File: src/rtl/params_pkg.sv
// Shared widths and types for the memory-side blocks.
// No logic; type and parameter definitions only.
// Consumed by mem_arbiter and its bench.
package params_pkg;

    parameter int ADDR_WIDTH = 32;
    parameter int DATA_WIDTH = 32;

    typedef enum logic [1:0] {
        SIZE_BYTE = 2'd0,
        SIZE_HALF = 2'd1,
        SIZE_WORD = 2'd2
    } access_size_t;

    typedef logic [31:0] instruction_t;

endpackage

File: src/rtl/mem_arbiter.sv
// Arbitrates instruction-fetch and data requests onto one single-outstanding memory port.
// Latency: request issued 1 cycle after capture in IDLE; response routed 1 cycle after mem_resp_valid_i.
// Backpressure: each requester holds one pending entry; no pulse again until its response.
module mem_arbiter #(
    parameter int ADDR_WIDTH   = params_pkg::ADDR_WIDTH,
    parameter int DATA_WIDTH   = params_pkg::DATA_WIDTH,
    parameter int STARVE_LIMIT = 4
) (
    input  logic                       clk_i,
    input  logic                       rst_i,
    input  logic                       if_req_valid_i,
    input  logic [ADDR_WIDTH-1:0]      if_req_addr_i,
    input  params_pkg::access_size_t   if_req_size_i,
    output logic                       if_resp_valid_o,
    output params_pkg::instruction_t   if_resp_data_o,
    input  logic                       d_req_valid_i,
    input  logic                       d_req_we_i,
    input  logic [ADDR_WIDTH-1:0]      d_req_addr_i,
    input  logic [DATA_WIDTH-1:0]      d_req_wdata_i,
    input  params_pkg::access_size_t   d_req_size_i,
    output logic                       d_resp_valid_o,
    output logic [DATA_WIDTH-1:0]      d_resp_data_o,
    output logic                       d_busy_o,
    output logic                       mem_req_valid_o,
    output logic                       mem_req_we_o,
    output logic [ADDR_WIDTH-1:0]      mem_req_addr_o,
    output logic [DATA_WIDTH-1:0]      mem_req_wdata_o,
    output params_pkg::access_size_t   mem_req_size_o,
    input  logic                       mem_resp_valid_i,
    input  logic [DATA_WIDTH-1:0]      mem_resp_data_i,
    output logic                       spurious_o
);

    typedef enum logic [1:0] {
        ST_IDLE    = 2'd0,
        ST_IF_BUSY = 2'd1,
        ST_D_BUSY  = 2'd2
    } state_t;

    localparam logic [3:0] STARVE_MAX = 4'(STARVE_LIMIT);

    state_t                   state_q, state_d;

    logic                     if_pend_q, if_pend_d;
    logic [ADDR_WIDTH-1:0]    if_pend_addr_q, if_pend_addr_d;
    params_pkg::access_size_t if_pend_size_q, if_pend_size_d;

    logic                     d_pend_q, d_pend_d;
    logic                     d_pend_we_q, d_pend_we_d;
    logic [ADDR_WIDTH-1:0]    d_pend_addr_q, d_pend_addr_d;
    logic [DATA_WIDTH-1:0]    d_pend_wdata_q, d_pend_wdata_d;
    params_pkg::access_size_t d_pend_size_q, d_pend_size_d;

    logic [3:0]               starve_q, starve_d;

    logic                     mem_req_valid_q, mem_req_valid_d;
    logic                     mem_req_we_q, mem_req_we_d;
    logic [ADDR_WIDTH-1:0]    mem_req_addr_q, mem_req_addr_d;
    logic [DATA_WIDTH-1:0]    mem_req_wdata_q, mem_req_wdata_d;
    params_pkg::access_size_t mem_req_size_q, mem_req_size_d;

    logic                     if_resp_valid_q, if_resp_valid_d;
    params_pkg::instruction_t if_resp_data_q, if_resp_data_d;
    logic                     d_resp_valid_q, d_resp_valid_d;
    logic [DATA_WIDTH-1:0]    d_resp_data_q, d_resp_data_d;
    logic                     d_busy_q, d_busy_d;
    logic                     spurious_q, spurious_d;

    // A request arriving this cycle competes alongside one already pending.
    logic                     if_avail, d_avail, fetch_wins;

    // Next-state: pending capture, arbitration in IDLE, response routing in BUSY.
    always_comb begin
        state_d         = state_q;
        if_pend_d       = if_pend_q;
        if_pend_addr_d  = if_pend_addr_q;
        if_pend_size_d  = if_pend_size_q;
        d_pend_d        = d_pend_q;
        d_pend_we_d     = d_pend_we_q;
        d_pend_addr_d   = d_pend_addr_q;
        d_pend_wdata_d  = d_pend_wdata_q;
        d_pend_size_d   = d_pend_size_q;
        starve_d        = starve_q;
        mem_req_valid_d = 1'b0;
        mem_req_we_d    = mem_req_we_q;
        mem_req_addr_d  = mem_req_addr_q;
        mem_req_wdata_d = mem_req_wdata_q;
        mem_req_size_d  = mem_req_size_q;
        if_resp_valid_d = 1'b0;
        if_resp_data_d  = '0;
        d_resp_valid_d  = 1'b0;
        d_resp_data_d   = '0;
        spurious_d      = spurious_q;

        // Capture new pulses; a grant below in the same cycle clears them again.
        if (if_req_valid_i) begin
            if_pend_d      = 1'b1;
            if_pend_addr_d = if_req_addr_i;
            if_pend_size_d = if_req_size_i;
        end
        if (d_req_valid_i) begin
            d_pend_d       = 1'b1;
            d_pend_we_d    = d_req_we_i;
            d_pend_addr_d  = d_req_addr_i;
            d_pend_wdata_d = d_req_wdata_i;
            d_pend_size_d  = d_req_size_i;
        end

        if_avail   = if_pend_q | if_req_valid_i;
        d_avail    = d_pend_q | d_req_valid_i;
        fetch_wins = if_avail & (~d_avail | (starve_q == STARVE_MAX));

        case (state_q)
            ST_IDLE: begin
                // Nothing is outstanding, so any response now is unexpected.
                if (mem_resp_valid_i) begin
                    spurious_d = 1'b1;
                end
                if (fetch_wins) begin
                    mem_req_valid_d = 1'b1;
                    mem_req_we_d    = 1'b0;
                    mem_req_addr_d  = if_pend_addr_d;
                    mem_req_wdata_d = '0;
                    mem_req_size_d  = if_pend_size_d;
                    if_pend_d       = 1'b0;
                    starve_d        = '0;
                    state_d         = ST_IF_BUSY;
                end else if (d_avail) begin
                    mem_req_valid_d = 1'b1;
                    mem_req_we_d    = d_pend_we_d;
                    mem_req_addr_d  = d_pend_addr_d;
                    mem_req_wdata_d = d_pend_wdata_d;
                    mem_req_size_d  = d_pend_size_d;
                    d_pend_d        = 1'b0;
                    if (if_avail && (starve_q != STARVE_MAX)) begin
                        starve_d = starve_q + 4'd1;
                    end
                    state_d = ST_D_BUSY;
                end
            end
            ST_IF_BUSY: begin
                if (mem_resp_valid_i) begin
                    if_resp_valid_d = 1'b1;
                    if_resp_data_d  = params_pkg::instruction_t'(mem_resp_data_i);
                    state_d         = ST_IDLE;
                end
            end
            ST_D_BUSY: begin
                if (mem_resp_valid_i) begin
                    d_resp_valid_d = 1'b1;
                    d_resp_data_d  = mem_req_we_q ? '0 : mem_resp_data_i;
                    state_d        = ST_IDLE;
                end
            end
            default: begin
                state_d = ST_IDLE;
            end
        endcase

        // Busy covers waiting, in flight, and the response delivery cycle.
        d_busy_d = d_pend_d | (state_d == ST_D_BUSY) | d_resp_valid_d;
    end

    // State and registered outputs; reset drops any outstanding access.
    always_ff @(posedge clk_i or negedge rst_i) begin
        if (!rst_i) begin
            state_q         <= ST_IDLE;
            if_pend_q       <= 1'b0;
            if_pend_addr_q  <= '0;
            if_pend_size_q  <= params_pkg::SIZE_BYTE;
            d_pend_q        <= 1'b0;
            d_pend_we_q     <= 1'b0;
            d_pend_addr_q   <= '0;
            d_pend_wdata_q  <= '0;
            d_pend_size_q   <= params_pkg::SIZE_BYTE;
            starve_q        <= '0;
            mem_req_valid_q <= 1'b0;
            mem_req_we_q    <= 1'b0;
            mem_req_addr_q  <= '0;
            mem_req_wdata_q <= '0;
            mem_req_size_q  <= params_pkg::SIZE_BYTE;
            if_resp_valid_q <= 1'b0;
            if_resp_data_q  <= '0;
            d_resp_valid_q  <= 1'b0;
            d_resp_data_q   <= '0;
            d_busy_q        <= 1'b0;
            spurious_q      <= 1'b0;
        end else begin
            state_q         <= state_d;
            if_pend_q       <= if_pend_d;
            if_pend_addr_q  <= if_pend_addr_d;
            if_pend_size_q  <= if_pend_size_d;
            d_pend_q        <= d_pend_d;
            d_pend_we_q     <= d_pend_we_d;
            d_pend_addr_q   <= d_pend_addr_d;
            d_pend_wdata_q  <= d_pend_wdata_d;
            d_pend_size_q   <= d_pend_size_d;
            starve_q        <= starve_d;
            mem_req_valid_q <= mem_req_valid_d;
            mem_req_we_q    <= mem_req_we_d;
            mem_req_addr_q  <= mem_req_addr_d;
            mem_req_wdata_q <= mem_req_wdata_d;
            mem_req_size_q  <= mem_req_size_d;
            if_resp_valid_q <= if_resp_valid_d;
            if_resp_data_q  <= if_resp_data_d;
            d_resp_valid_q  <= d_resp_valid_d;
            d_resp_data_q   <= d_resp_data_d;
            d_busy_q        <= d_busy_d;
            spurious_q      <= spurious_d;
        end
    end

    assign if_resp_valid_o = if_resp_valid_q;
    assign if_resp_data_o  = if_resp_data_q;
    assign d_resp_valid_o  = d_resp_valid_q;
    assign d_resp_data_o   = d_resp_data_q;
    assign d_busy_o        = d_busy_q;
    assign mem_req_valid_o = mem_req_valid_q;
    assign mem_req_we_o    = mem_req_we_q;
    assign mem_req_addr_o  = mem_req_addr_q;
    assign mem_req_wdata_o = mem_req_wdata_q;
    assign mem_req_size_o  = mem_req_size_q;
    assign spurious_o      = spurious_q;

endmodule

File: config.mk
export PLATFORM = sky130hd
export DESIGN_NAME = mem_arbiter
export DESIGN_NICKNAME = d
export VERILOG_FILES = /design/src/rtl/params_pkg.sv /design/src/rtl/mem_arbiter.sv
export SDC_FILE = /design/constraint.sdc
export NUM_CORES = 1
export LEC_CHECK = 0
export ABC_CLOCK_PERIOD_IN_PS = 4150
export CAP_MARGIN = 20
export CORE_ASPECT_RATIO = 1.2
export CORE_UTILIZATION = 51
export CTS_CLUSTER_DIAMETER = 150
export DETAILED_ROUTE_END_ITERATION = 8
export PLACE_DENSITY = 0.83
export SLEW_MARGIN = 20
export SYNTH_ARGS = -nofsm -noshare
export SYNTH_HDL_FRONTEND = slang
export SYNTH_SLANG_ARGS = --single-unit
File: constraint.sdc
create_clock -name clk_i -period 4.15 [get_ports clk_i]
set_input_delay 0.415 -clock clk_i [delete_from_list [all_inputs] [get_ports clk_i]]
set_output_delay 0.415 -clock clk_i [all_outputs]
set_load 0.005 [all_outputs]
### Word level (Yosys, flattened, before mapping)

Cells that the tools add are included.

| storage, ports and cells | value |
|---|---|
| register bits | 245 |
| bits of input ports | 138 |
| output and inout port bits | 136 |
| word-level logic and storage cells | 81 |

| operators by class | value |
|---|---|
| $add $sub $neg | 1 |
| equality and inequality tests | 5 |
| muxes and demuxes | 39 |
| bitwise logic cells | 7 |
| reductions and logical operators | 8 |

Operator list:

| kind | number |
|---|---|
| 32-bit 2-to-1 mux | 12 |
| 1-bit 2-to-1 mux | 16 |
| 2-bit 2-to-1 mux | 7 |
| 4-bit 2-to-1 mux | 3 |
| 1-bit bitwise OR | 5 |
| 4-bit by 1-bit adder with 4-bit output (second input constant) | 1 |
| 2-bit equality test (second input constant) | 2 |
| 4-bit by 3-bit equality test with 1-bit output (second input constant) | 1 |
| 4-bit by 3-bit inequality test with 1-bit output (second input constant) | 1 |
| 2-bit case mux with 2 select lines | 1 |
| 2-bit AND reduction | 2 |
| 2-bit nonzero test | 2 |
| 3-bit AND reduction | 1 |
| 2-bit by 1-bit equality test with 1-bit output (second input constant) | 1 |
| 2-bit zero test | 1 |
| 2-bit OR reduction | 1 |
| 1-bit AND | 1 |
| 1-bit logical AND | 1 |
| 1-bit NOT | 1 |

### Logic depth before layout (Yosys ltp)

| logic depth | value |
|---|---|
| depth in word-level cells | 9 |
| gate-level depth with buffers | 8 |
| depth with buffers taken out | 6 |

### Worst setup path before layout

OpenSTA, ideal clock, no wires.

| path | value |
|---|---|
| path type | input port to flip-flop |
| from | in d_req_valid_i |
| to | reg mem_req_addr_q[10] (netlist: mem_req_addr_o[10]) |
| library setup time | 132 ps |
| arrival | 1499 ps |
| required time | 4018 ps |
| setup slack | 2519 ps |
| stages | 7 |
| buffers on the path | 3 |
| path through | clkbuf_2 or2_4 a21oi_4 buf_8 buf_12 mux2i_1 o21ai_1 |

| on the way | value |
|---|---|
| cells in the longest elaborated chain, start to end | 6 |
| elaborated cells on any way between the ends | 9 |
| classes of those cells | 3 x mux; 4 x bitwise; 2 x reduce/logical |

RTL lines:

| what | RTL line | text |
|---|---|---|
| start, declared | mem_arbiter.sv:16 | `input logic d_req_valid_i,` |
| 1-bit bitwise OR | mem_arbiter.sv:110 | `d_avail = d_pend_q \| d_req_valid_i;` |
| 1-bit NOT | mem_arbiter.sv:111 | `fetch_wins = if_avail & (~d_avail \| (starve_q == STARVE_MAX));` |
| 1-bit bitwise OR | mem_arbiter.sv:111 |  |
| 1-bit AND | mem_arbiter.sv:111 |  |
| 2-bit nonzero test (no line) | n/a |  |
| 2-bit AND reduction (no line) | n/a |  |
| end signal, assigned | mem_arbiter.sv:201 | `mem_req_addr_q <= mem_req_addr_d;` |
| end, declared | mem_arbiter.sv:58 | `logic [ADDR_WIDTH-1:0] mem_req_addr_q, mem_req_addr_d;` |

Parallel ways exist; a longest one is shown, timed or not. The select of a mux whose other input is x is not followed.
A chain may end at the register's enable or synchronous reset.

### Worst setup path after layout

| path | value |
|---|---|
| from | reg starve_q[0] |
| to | reg mem_req_addr_q[2] (netlist: mem_req_addr_o[2]) |

| on the way | value |
|---|---|
| cells in the longest elaborated chain, start to end | 5 |
| elaborated cells on any way between the ends | 6 |
| classes of those cells | 1 x eq/ne; 1 x mux; 2 x bitwise; 2 x reduce/logical |

RTL lines:

| what | RTL line | text |
|---|---|---|
| start, declared | mem_arbiter.sv:54 | `logic [3:0] starve_q, starve_d;` |
| start signal, assigned | mem_arbiter.sv:198 | `starve_q <= starve_d;` |
| 4-bit by 3-bit equality test with 1-bit output (*) | mem_arbiter.sv:111 |  |
| 1-bit bitwise OR (*) | mem_arbiter.sv:111 |  |
| 1-bit AND (*) | mem_arbiter.sv:111 |  |
| 2-bit nonzero test (no line) | n/a |  |
| 2-bit AND reduction (no line) | n/a |  |

Mark *: on every way between the ends. The rest lies on a longest branch, timed or not.

==> summary.md <==
| Metric | Value |
|---|---|
| CTS Hold Buffers Added | 1 |
| Number of enable flip-flop cells after synthesis | 0 |
| Library cell with the largest summed area after synthesis | sky130_fd_sc_hd__dfrtp_1 |
| Syn avg cell area | 13.27 sq um |
| Antenna violations before repair | 2 |
| Setup slack after placement | 1.621 ns |
| Number of iterations in the first detailed-routing pass | 9 |
| Combinational cell fraction of total power | 30.6% |
| Final Critical Period | 2.324 ns |
| Number of buffers created by CTS | 24 |
| Switching portion of total power | 29.35% |
| Post-Synthesis Cell Area | 9344 sq um |
| Port Buffers | 273 |
| GRT overflow | 0 |
| Synth warnings | 0 |
| Net Sw Power | 2.244 mW |
| Worst setup SP type | flip-flop |
| Synthesized net count | 848 |
| Final nets | 1115 |
| Reg area | 6131 sq um |
| Result of the run | complete, but fails checks |
| H-Tree Level Count | 1 |
| CTS tree | built |
| Area share of the leading cell type in the synthesized netlist | 65.61% |
| Max-capacitance violation count | 0 |
| Power density of the placed cells | 590.2 nW/um^2 |
| Cells resized by post-CTS repair | 0 |
| Worst setup path class | reg -> reg |
| All-layer global routing usage | 23.80% |
| Clock latency on the worst-skew pair | 0.50 ns |
| Antenna Nets Post-Route | 0 |
| RSZ-0062 raised after global routing | false |
| Final setup violation count | 0 |
| Via count of the routed design | 6262 |
| Die height | 150.3 um |
| Number of global-route vias before repair | 6691 |
| Starting DRT DRC Count | 399 |
| Routed length per instance | 18.20 um |
| Ratio of cells with drive above 1 in the final layout | 15.42% |
| Main flop type after synthesis | sky130_fd_sc_hd__dfrtp_1 |
| Top-Level Pins | 274 |
| Clock network fraction of design power | 27.8% |
| Leakage Power | 5.795 nW |
| Worst-path clk slew | 0.06 ns |
| Count of filler cells inserted in the layout | 1140 |
| Reg power frac | 41.6% |
| Number of max-slew violations in the final report | 0 |
| Fraction of the core area covered by cells at the end of the flow | 73.15% |
| # clock sinks | 245 |
| Drt via density | 5.175 |
| Final critical-path share of the clock period | 56.00% |
| Number of core rows | 53 |
| Largest clock skew in the final design | 0.008401 ns |
| Slew Limit Headroom | 30.04% |
| First-pass GRT wire length | 35210 um |
| X dimension of the die | 125.6 um |
| Unique masters post-synth | 33 |
| # DRC | 30 |
| Maximum buffer depth of the clock tree | 3 |
| Number of register bits inferred by synthesis | 245 |
| Routability cong. | 0.7506 |
| Worst Tran Pin Value | 1.049 ns |
| Critical Path End Type | flip-flop |
| Area overhead of the layout relative to synthesis | 38.61% |
| Area enclosed by the die boundary | 18870 sq um |
| Leading post-synthesis cells by instance count | 245 x sky130_fd_sc_hd__dfrtp_1, 103 x sky130_fd_sc_hd__nand2_1, 101 x sky130_fd_sc_hd__mux2_2 |
| Violations in the final reports | design-rule violations |
| Initial standard-cell utilization of the core | 52.77% |
| Most instantiated library cell after synthesis | sky130_fd_sc_hd__dfrtp_1 |
| CTS Root Buffer Type | sky130_fd_sc_hd__clkbuf_16 |
| Worst-case register-to-register setup slack | 1.83 ns |
| Sequential fraction of the synthesis area | 65.61% |
| Class of the tightest hold or removal check | in -> reg |
| Largest cells by area after synthesis | sky130_fd_sc_hd__dfrtp_1 66%, sky130_fd_sc_hd__mux2_2 12%, sky130_fd_sc_hd__nand2_1 4.1%, sky130_fd_sc_hd__mux2i_1 3.6%, sky130_fd_sc_hd__and2_1 2.2% |
| Maximum clock frequency | 430.3 MHz |
| Cells after synthesis | 704 |
| Required arrival time at the worst endpoint | 4.49 ns |
| Placeable core area | 17710 sq um |
| Final wirelength | 22020 um |
| Detailed placer's ending HPWL | 14610 um |
| Maximum fanout along the worst path | 44 |
| Count of final hold-check violations | 0 |
| Internal Pwr Total | 5.400 mW |
| Pin count of the biggest net entering global routing | 103 |
| Total Negative Setup Slacks | 0 ns |
| Fraction of synthesis flops using an asynchronous set or reset pin | 100.0% |
| Multi-input combinational cell area | 2909 sq um |
| Largest vdd supply drop | 0.4407 mV |
| Worst setup margin | 1.826 ns |
| Arrival time of data at the critical path endpoint | 2.66 ns |
| Number of setup buffers added after CTS | 0 |
-- path summary, 6_finish.rpt --
path,start,endpoint,cells after the start
worst min register to register,spurious_o,spurious_o,1
worst max-delay path,starve_q[0],mem_req_addr_o[2],7
min in group asynchronous,rst_i,mem_req_addr_o[21],2
worst max register to register,starve_q[0],mem_req_addr_o[2],7
max in group asynchronous,rst_i,mem_req_wdata_o[27],3
worst min-delay path,if_req_valid_i,if_pend_q,3
-- power groups by stage --
stage	registers (mW)	clock network (mW)	logic (mW)
6_report	3.18	2.12	2.34
5_1_grt	3.24	2.28	2.57
4_1_cts	3.18	2.17	2.37
3_5_place_dp	3.22	0	2.36
3_3_place_gp	3.21	0	2.29
2_1_floorplan	3.20	0	1.16
-- kinds of logic after synthesis --
kind of cell / count (synthesis) / share of synthesized area [%]
and+or+nand+nor: 184 / 9.467
muxes: 135 / 15.81
buffers and inverters: 49 / 3.254
AOI/OAI and AO/OA: 85 / 5.048
adders and majority gates: 6 / 0.8034
DFF: 245 / 65.61
-- flip-flops by register name, summed over array words and instances (netlist names) --
register / count
d_busy_o: 1
d_pend_addr_q: 32
d_pend_q: 1
d_pend_size_q: 2
d_pend_wdata_q: 32
d_pend_we_q: 1
d_resp_data_o: 32
d_resp_valid_o: 1
if_pend_addr_q: 32
if_pend_q: 1
if_pend_size_q: 2
if_resp_data_o: 32
if_resp_valid_o: 1
mem_req_addr_o: 32
mem_req_size_o: 2
mem_req_valid_o: 1
mem_req_wdata_o: 32
mem_req_we_o: 1
spurious_o: 1
starve_q: 4
state_q: 2
-- layout by cell type, fill, tap and decap left out, types with 4 or more instances in the layout --
cell type,n
sky130_fd_sc_hd__nor2_1,5
sky130_fd_sc_hd__a21o_1,4
sky130_fd_sc_hd__clkinv_2,5
sky130_fd_sc_hd__and2_1,33
sky130_fd_sc_hd__nand2_1,103
sky130_fd_sc_hd__clkbuf_1,6
sky130_fd_sc_hd__clkdlybuf4s50_1,270
sky130_fd_sc_hd__o21ai_0,34
sky130_fd_sc_hd__diode_2,4
sky130_fd_sc_hd__mux2i_1,34
sky130_fd_sc_hd__dfrtp_1,245
sky130_fd_sc_hd__ha_1,6
sky130_fd_sc_hd__buf_4,7
sky130_fd_sc_hd__clkbuf_16,25
sky130_fd_sc_hd__mux2_2,101
sky130_fd_sc_hd__o21ai_1,38
sky130_fd_sc_hd__and3_1,32
sky130_fd_sc_hd__inv_1,6
-- routing by layer --
metal  GRT usage (%)  share of wire [%]  vias to the layer above
li1                -                  -                     2911
met1           30.06                 39                     3108
met2           39.44                 50                      204
met3           5.686                7.1                       39
met4           10.24                3.1                        0
met5               0                  0                        -
-- through the flow --
stage / area, sq um / hold WS, ns / power [mW] / std cells
2_1_floorplan: 9344 / 0.1194 / 4.365 / 704
3_3_place_gp: 12160 / 0.4400 / 5.498 / 1164
3_5_place_dp: 12160 / 0.4468 / 5.577 / 1164
4_1_cts: 12940 / 0.2139 / 7.725 / 1206
5_1_grt: 12950 / 0.2519 / 8.098 / 1208
6_report: 12950 / 0.2327 / 7.644 / 1210
-- final cells by class --
class | instances | share of cell area [%]
clock buffer | 33 | 5.217
multi-input combinational | 410 | 22.46
antenna | 4 | 0.07729
inverter | 7 | 0.2029
tap | 220 | 2.125
clock inverter | 8 | 0.7246
sequential | 245 | 47.34
timing repair buffer | 283 | 21.85
-- critical path: stages, from the launching register on --
cell and delay (ns):
sky130_fd_sc_hd__dfrtp_1 0.39, sky130_fd_sc_hd__inv_1 0.09, sky130_fd_sc_hd__ha_1 0.16, sky130_fd_sc_hd__nand3b_1 0.15, sky130_fd_sc_hd__a21oi_4 0.58, sky130_fd_sc_hd__buf_12 0.37, sky130_fd_sc_hd__mux2i_1 0.26, sky130_fd_sc_hd__o21ai_0 0.10
Power figures use the tool's default switching activity.
